<file path="config.mk">
export PLATFORM = sky130hd
export DESIGN_NAME = song_note_reader_flat
export DESIGN_NICKNAME = d
export VERILOG_FILES = /design/src/rtl/notas_pkg.sv /design/src/rtl/song_note_reader_if.sv /design/src/rtl/duration_timer.sv /design/src/rtl/song_note_reader.sv /design/src/flat_wrapper.sv
export SDC_FILE = /design/constraint.sdc
export NUM_CORES = 1
export LEC_CHECK = 0
export BUFFER_PORTS_ARGS = -buffer_cell sky130_fd_sc_hd__buf_2
export CORE_UTILIZATION = 61
export DETAILED_ROUTE_END_ITERATION = 16
export GPL_ROUTABILITY_DRIVEN = 1
export PLACE_DENSITY = 0.81
export SETUP_SLACK_MARGIN = 0.2
export SLEW_MARGIN = 20
export SYNTH_ARGS = -nofsm -noshare
export SYNTH_HDL_FRONTEND = slang
export SYNTH_HIERARCHICAL = 1
export SYNTH_SLANG_ARGS = --single-unit
export TNS_END_PERCENT = 30
</file>
<file path="constraint.sdc">
create_clock -name clock -period 4.7 [get_ports clock]
set_input_delay 0.94 -clock clock [delete_from_list [all_inputs] [get_ports clock]]
set_output_delay 0.94 -clock clock [all_outputs]
set_load 0.02 [all_outputs]
</file>
<file path="src/rtl/notas_pkg.sv">
// Shared note codes, reader FSM state type and song ROM field layout
// used by the note reader and its consumers.
package notas_pkg;

   localparam logic [7:0] NOTA_DO       = 8'd128;
   localparam logic [7:0] NOTA_RE       = 8'd64;
   localparam logic [7:0] NOTA_MI       = 8'd32;
   localparam logic [7:0] NOTA_FA       = 8'd16;
   localparam logic [7:0] NOTA_SOL      = 8'd8;
   localparam logic [7:0] NOTA_LA       = 8'd4;
   localparam logic [7:0] NOTA_SI       = 8'd2;
   localparam logic [7:0] NOTA_DO_ALTO  = 8'd1;
   localparam logic [7:0] NOTA_SILENCIO = 8'd0;

   localparam int unsigned NOTE_MSB = 11;
   localparam int unsigned NOTE_LSB = 4;
   localparam int unsigned DUR_MSB  = 3;
   localparam int unsigned DUR_LSB  = 0;

   typedef enum logic [2:0] {
      ST_IDLE,
      ST_FETCH,
      ST_LOAD,
      ST_PLAY,
      ST_GAP
   } state_t;

   // A note field is playable when it has at most one bit set (0 is a rest).
   function automatic logic note_is_valid(input logic [7:0] note);
      return (note & (note - 8'd1)) == 8'd0;
   endfunction

endpackage

</file>
<file path="src/rtl/song_note_reader_if.sv">
// Note reader bus: start/stop control, song ROM port and the note stream
// seen by the video decoder and tone generator.
interface song_note_reader_if #(
   parameter int unsigned ADDR_W = 5
);
   logic              start;
   logic              stop;
   logic [ADDR_W-1:0] rom_addr;
   logic [11:0]       rom_data;
   logic [7:0]        nota_cancion;
   logic              leyendo;
   logic              note_strobe;
   logic              done;

   modport master (
      input  start, stop, rom_data,
      output rom_addr, nota_cancion, leyendo, note_strobe, done
   );

   modport slave (
      output start, stop, rom_data,
      input  rom_addr, nota_cancion, leyendo, note_strobe, done
   );
endinterface

</file>
<file path="src/rtl/duration_timer.sv">
// Unit counter plus tick counter: after load, expired is high in the last of
// units x (reload+1) cycles; used for both note and gap timing.
module duration_timer #(
   parameter int unsigned TICK_W = 24
) (
   input  logic              clock,
   input  logic              reset,
   input  logic              clear,
   input  logic              load,
   input  logic [3:0]        units,
   input  logic [TICK_W-1:0] reload,
   output logic              expired
);
   logic [3:0]        unit_cnt;
   logic [TICK_W-1:0] tick_cnt;
   logic [TICK_W-1:0] tick_rl;

   always_ff @(posedge clock) begin
      if (reset || clear) begin
         unit_cnt <= '0;
         tick_cnt <= '0;
         tick_rl  <= '0;
      end else if (load) begin
         unit_cnt <= units;
         tick_cnt <= reload;
         tick_rl  <= reload;
      end else if (unit_cnt != 4'd0) begin
         if (tick_cnt == '0) begin
            unit_cnt <= unit_cnt - 4'd1;
            tick_cnt <= tick_rl;
         end else begin
            tick_cnt <= tick_cnt - TICK_W'(1);
         end
      end
   end

   assign expired = (unit_cnt == 4'd1) && (tick_cnt == '0);

endmodule

</file>
<file path="src/rtl/song_note_reader.sv">
// Song ROM player: fetches note entries and presents each as a timed one-hot
// note code. Optional macro SONG_LOOP_EN restarts the song instead of idling.
module song_note_reader
   import notas_pkg::*;
#(
   parameter int unsigned SONG_LEN   = 32,
   parameter int unsigned ADDR_W     = 5,
   parameter int unsigned NOTE_TICKS = 12_500_000,
   parameter int unsigned GAP_TICKS  = 1_250_000
) (
   input logic                clock,
   input logic                reset,
   song_note_reader_if.master bus
);
   localparam int unsigned MAX_TICKS = (NOTE_TICKS > GAP_TICKS) ? NOTE_TICKS : GAP_TICKS;
   localparam int unsigned TICK_W    = (MAX_TICKS > 1) ? $clog2(MAX_TICKS) : 1;
   localparam logic [TICK_W-1:0] NOTE_RL   = TICK_W'(NOTE_TICKS - 1);
   localparam logic [TICK_W-1:0] GAP_RL    = TICK_W'(GAP_TICKS - 1);
   localparam logic [ADDR_W-1:0] LAST_ADDR = ADDR_W'(SONG_LEN - 1);
`ifdef SONG_LOOP_EN
   localparam state_t END_STATE = ST_FETCH;
`else
   localparam state_t END_STATE = ST_IDLE;
`endif

   state_t            state, state_next;
   logic [ADDR_W-1:0] addr, addr_next;
   logic [7:0]        note_out, note_next;
   logic              reading, reading_next;
   logic              strobe, strobe_next;
   logic              finished, finished_next;

   logic [7:0]        entry_note;
   logic [3:0]        entry_dur;
   logic              last_entry;
   logic              song_end;
   logic              tmr_load;
   logic [3:0]        tmr_units;
   logic [TICK_W-1:0] tmr_reload;
   logic              tmr_expired;

   assign entry_note = bus.rom_data[NOTE_MSB:NOTE_LSB];
   assign entry_dur  = bus.rom_data[DUR_MSB:DUR_LSB];
   assign last_entry = (addr == LAST_ADDR);
   assign song_end   = ((state == ST_LOAD) && (entry_dur == 4'd0)) ||
                       ((state == ST_GAP) && tmr_expired && last_entry);

   duration_timer #(
      .TICK_W (TICK_W)
   ) u_timer (
      .clock   (clock),
      .reset   (reset),
      .clear   (bus.stop),
      .load    (tmr_load),
      .units   (tmr_units),
      .reload  (tmr_reload),
      .expired (tmr_expired)
   );

   always_ff @(posedge clock) begin
      if (reset) begin
         state    <= ST_IDLE;
         addr     <= '0;
         note_out <= NOTA_SILENCIO;
         reading  <= 1'b0;
         strobe   <= 1'b0;
         finished <= 1'b0;
      end else begin
         state    <= state_next;
         addr     <= addr_next;
         note_out <= note_next;
         reading  <= reading_next;
         strobe   <= strobe_next;
         finished <= finished_next;
      end
   end

   always_comb begin
      state_next = state;
      if (bus.stop) begin
         state_next = ST_IDLE;
      end else begin
         case (state)
            ST_IDLE:  if (bus.start) state_next = ST_FETCH;
            ST_FETCH: state_next = ST_LOAD;
            ST_LOAD:  state_next = (entry_dur == 4'd0) ? END_STATE : ST_PLAY;
            ST_PLAY:  if (tmr_expired) state_next = ST_GAP;
            ST_GAP:   if (tmr_expired) state_next = last_entry ? END_STATE : ST_FETCH;
            default:  state_next = ST_IDLE;
         endcase
      end
   end

   // Registered outputs are computed one cycle ahead; the timer is loaded on
   // the same edges that enter PLAY and GAP.
   always_comb begin
      addr_next     = addr;
      note_next     = note_out;
      reading_next  = reading;
      strobe_next   = 1'b0;
      finished_next = 1'b0;
      tmr_load      = 1'b0;
      tmr_units     = 4'd1;
      tmr_reload    = GAP_RL;
      if (bus.stop) begin
         addr_next    = '0;
         note_next    = NOTA_SILENCIO;
         reading_next = 1'b0;
      end else if (song_end) begin
         finished_next = 1'b1;
         addr_next     = '0;
`ifndef SONG_LOOP_EN
         reading_next  = 1'b0;
`endif
      end else begin
         case (state)
            ST_LOAD: begin
               note_next    = note_is_valid(entry_note) ? entry_note : NOTA_SILENCIO;
               strobe_next  = 1'b1;
               reading_next = 1'b1;
               tmr_load     = 1'b1;
               tmr_units    = entry_dur;
               tmr_reload   = NOTE_RL;
            end
            ST_PLAY: begin
               if (tmr_expired) begin
                  note_next = NOTA_SILENCIO;
                  tmr_load  = 1'b1;
               end
            end
            ST_GAP: begin
               if (tmr_expired) addr_next = addr + ADDR_W'(1);
            end
            default: ;
         endcase
      end
   end

   assign bus.rom_addr     = addr;
   assign bus.nota_cancion = note_out;
   assign bus.leyendo      = reading;
   assign bus.note_strobe  = strobe;
   assign bus.done         = finished;

endmodule

</file>
<file path="src/flat_wrapper.sv">
// flat-port wrapper written by rule: the top's interface ports become plain ports
module song_note_reader_flat import notas_pkg::*;
#(
   parameter int unsigned SONG_LEN   = 32,
   parameter int unsigned ADDR_W     = 5,
   parameter int unsigned NOTE_TICKS = 12_500_000,
   parameter int unsigned GAP_TICKS  = 1_250_000
)
  (clock, reset, bus_start, bus_stop, bus_rom_data, bus_rom_addr, bus_nota_cancion, bus_leyendo, bus_note_strobe, bus_done);
  song_note_reader_if #(.ADDR_W(ADDR_W)) bus_i ();
  input logic clock;
  input logic reset;
  input wire logic [$bits(bus_i.start)-1:0] bus_start;
  input wire logic [$bits(bus_i.stop)-1:0] bus_stop;
  input wire logic [$bits(bus_i.rom_data)-1:0] bus_rom_data;
  output wire logic [$bits(bus_i.rom_addr)-1:0] bus_rom_addr;
  output wire logic [$bits(bus_i.nota_cancion)-1:0] bus_nota_cancion;
  output wire logic [$bits(bus_i.leyendo)-1:0] bus_leyendo;
  output wire logic [$bits(bus_i.note_strobe)-1:0] bus_note_strobe;
  output wire logic [$bits(bus_i.done)-1:0] bus_done;
  assign bus_i.start = bus_start;
  assign bus_i.stop = bus_stop;
  assign bus_i.rom_data = bus_rom_data;
  assign bus_rom_addr = bus_i.rom_addr;
  assign bus_nota_cancion = bus_i.nota_cancion;
  assign bus_leyendo = bus_i.leyendo;
  assign bus_note_strobe = bus_i.note_strobe;
  assign bus_done = bus_i.done;
  song_note_reader #(.SONG_LEN(SONG_LEN), .ADDR_W(ADDR_W), .NOTE_TICKS(NOTE_TICKS), .GAP_TICKS(GAP_TICKS)) u_core (.clock(clock), .reset(reset), .bus(bus_i));
endmodule
</file>
==> metrics <==
routed wire length=9570 um; Mean Syn Cell Area=8.55 um2; dpl hpwl=6330 um; Worst-Margin Slew=0.805 ns; I/O pin total=32; hold_buf cts=0; register area share after synthesis=37.4%; Routed wire per std cell=16.9 um; min cycle time layout=4.08 ns; initial antenna violation count=0; clock tree buffer depth=2; clock sink count=71; Initial Utilization=63.8%; worst skew pair latency=0.34 ns; total CTS buffers=9; asr flop ratio synth=0%; commonest non-fill, non-tap cell in the layout=dfxtp_1; leading post-synthesis cells by cell area=dfxtp_1, mux2i_1, nor2_1, o21ai_0, nand2_1; CTS root buf=clkbuf_8; CTS tree=yes; yosys warns=6; worst path cell trace=or4_1, nor3_2, nand4_1, nor4b_1, buf_4, inv_1, a21oi_1, and3b_2, buf_4, nor2_1, a22o_1, nand2_1, o311ai_0; CP required=4.89 ns; Slowest cell on crit path=or4_1; first-pass GRT wire length=15,500 um; Tcrit/Tclk final=86.8%; CP peak stage delay=0.63 ns; Pre-antenna DRT Iters=5; vias per cell=6.46; diode count=0; Crit Reg-Reg Endpoint=u_core/u_timer/tick_cnt[13]; P&R area growth vs syn=13.2%; Mapped Area=3800 um2; Die H=80.9 um; post-CTS sizing=0; standard-cell rows=28; Total GRT Usage=30.8%; cells on worst reg2reg path=13; Hold Fails Final Rpt=0; Clock Pin Slew Worst Setup and Hold Paths=0.07 ns; unrepaired setup endpoints after global routing=no; Worst Skew=0.00654 ns; Setup Viol. Count Final=0; IO Port Bufs=31; setup_tns=0 ns; Achievable Freq=245 MHz; number of buffers and inverters on the critical path=3; hold crit path type=reg -> reg; RePlAce Congestion=0.902; Post-synth EDFFs=0; Pins Over Slew Limit=0; vias in the first global route=3,353; status=finished, final reports clean; Yosys top cell by area=dfxtp_1; Synth Instances=444; Routed Antenna Nets=0; total setup buffers inserted after CTS=0; depth of the CTS H-tree=3; drt first-iter violations=318; crit path kind=reg -> reg; Final nets=508; commonest register cell after synthesis=dfxtp_1; Vias=3,650; count of cell types in the netlist=67; Hold Startpoint=u_core/bus.nota_cancion[6]; total gr overflow=0; top-area cell type share of the netlist area=37.4%; layout cells sized above 1=16.1%; # DRC=0; Hold EP=u_core/bus.nota_cancion[6]; Worst setup EP type=register; Core Footprint=5960 um2; die width=80.9 um; most used cell, CP=buf_4; critical path data arrival time=4.27 ns; max cap viols=0; filler cell count in the final layout=473; gate family responsible for the most delay along the worst path=simple AND/OR/NAND/NOR gates; Worst Path Max Fanout=25; register bit total from synthesis=71; most frequent cells in the layout=dfxtp_1, nor2_1, buf_2, o21ai_0, nand2_1; R2R Path Start=u_core/u_timer/tick_cnt[16]; Reg2Reg Setup Slack=0.62 ns; largest net degree at the start of global routing=35; Hold Path Depth=1; Die ar.=6540 um2; critical path startpoint category=register; Rel. slew slack=46.1%
[final cells by class]
cell class / instances / area (um2) / area share [%]
inverter: 9 / 33.8 / 0.786
sequential: 71 / 1420 / 33.1
multi-input combinational: 355 / 2310 / 53.8
tap: 75 / 93.8 / 2.18
clock inverter: 5 / 81.3 / 1.89
timing repair buffer: 39 / 215 / 5.01
clock buffer: 11 / 141 / 3.29
[registers in the layout, summed over array words and instances, names as in the netlist]
register,cells
u_core/bus.leyendo,1
u_core/u_timer/tick_cnt,24
u_core/bus.note_strobe,1
u_core/bus.done,1
u_core/u_timer/unit_cnt,4
u_core/state,3
u_core/bus.nota_cancion,8
u_core/bus.rom_addr,5
u_core/u_timer/tick_rl,24
[worst max path at each step]
stage	endpoint	cells after the start	from
after floorplan	u_core/u_timer/tick_rl[16]	13	u_core/u_timer/tick_cnt[16]
after global placement	u_core/u_timer/tick_cnt[13]	13	u_core/u_timer/tick_cnt[16]
after detailed placement	u_core/u_timer/tick_cnt[13]	13	u_core/u_timer/tick_cnt[16]
after CTS	u_core/u_timer/tick_cnt[13]	13	u_core/u_timer/tick_cnt[16]
after global routing	u_core/u_timer/tick_rl[18]	12	u_core/u_timer/tick_cnt[16]
final	u_core/u_timer/tick_cnt[13]	13	u_core/u_timer/tick_cnt[16]
[layer usage]
layer | GRT usage, % | share of wire [%] | up-vias
li1 | - | - | 1745
met1 | 41.2 | 46 | 1725
met2 | 46.8 | 45 | 167
met3 | 6.85 | 8.1 | 13
met4 | 14.3 | 1.1 | 0
met5 | 0 | 0 | -
[stage by stage]
| stage | util, % | setup WS [ns] | hold slack [ns] | std cells | cell area (um2) |
|---|---|---|---|---|---|
| 3_5_place_dp | 68.4 | 0.694 | 0.450 | 549 | 4080 |
| 6_report | 72.2 | 0.620 | 0.463 | 565 | 4300 |
| 4_1_cts | 72.2 | 0.624 | 0.467 | 565 | 4300 |
| 5_1_grt | 72.2 | 0.323 | 0.488 | 565 | 4300 |
| 3_3_place_gp | 68.4 | 0.804 | 0.444 | 549 | 4080 |
| 2_1_floorplan | - | 0.723 | 0.445 | 461 | 3860 |
[synth_stat cells (3+ instances only)]
| library cell | instances |
|---|---|
| mux2i_1 | 23 |
| and2_1 | 3 |
| a22o_1 | 6 |
| dfxtp_1 | 71 |
| o22ai_1 | 8 |
| nor3_1 | 15 |
| o21ai_0 | 28 |
| o211ai_1 | 6 |
| a21oi_1 | 15 |
| nor2_1 | 53 |
| a22oi_1 | 8 |
| o221a_2 | 5 |
| inv_1 | 9 |
| nand2_1 | 27 |
| nand2b_1 | 6 |
| o2bb2ai_1 | 4 |
| xnor2_1 | 6 |
| nand3_1 | 6 |
| buf_2 | 4 |
| nor4_1 | 11 |
| clkbuf_1 | 19 |
| nor4b_1 | 6 |
| o32ai_1 | 4 |
| nand4_1 | 7 |
| xor2_1 | 5 |
| buf_1 | 3 |
| ha_1 | 7 |
| a211oi_1 | 7 |
| nor3b_1 | 6 |
| or4_1 | 3 |
| or3_1 | 6 |
| a31oi_1 | 9 |
[worst register-to-register path: cells and delay by family, from the launching register on]
kind | cells | cell delay [ns]
compound gates | 3 | 0.58
flops | 1 | 0.38
buf+inv | 3 | 0.63
simple gates | 7 | 2.34
[logic make-up (layout without fill, tap and decap cells)]
kind of cell    count (synthesis)  count (layout)  synth area share (%)
simple gates                  170             170                  24.6
mux                            23              23                  6.06
buf+inv                        35              64                  3.59
flops                          71              71                  37.4
fa+ha+maj                       7               7                  2.31
compound gates                125             125                  23.3
other cells                     2              19                 0.198
xor+xnor                       11              11                  2.54
Power is left out: the tool's default activity adds up to more than one toggle a clock period on the data nets, which glitch-free logic cannot reach.
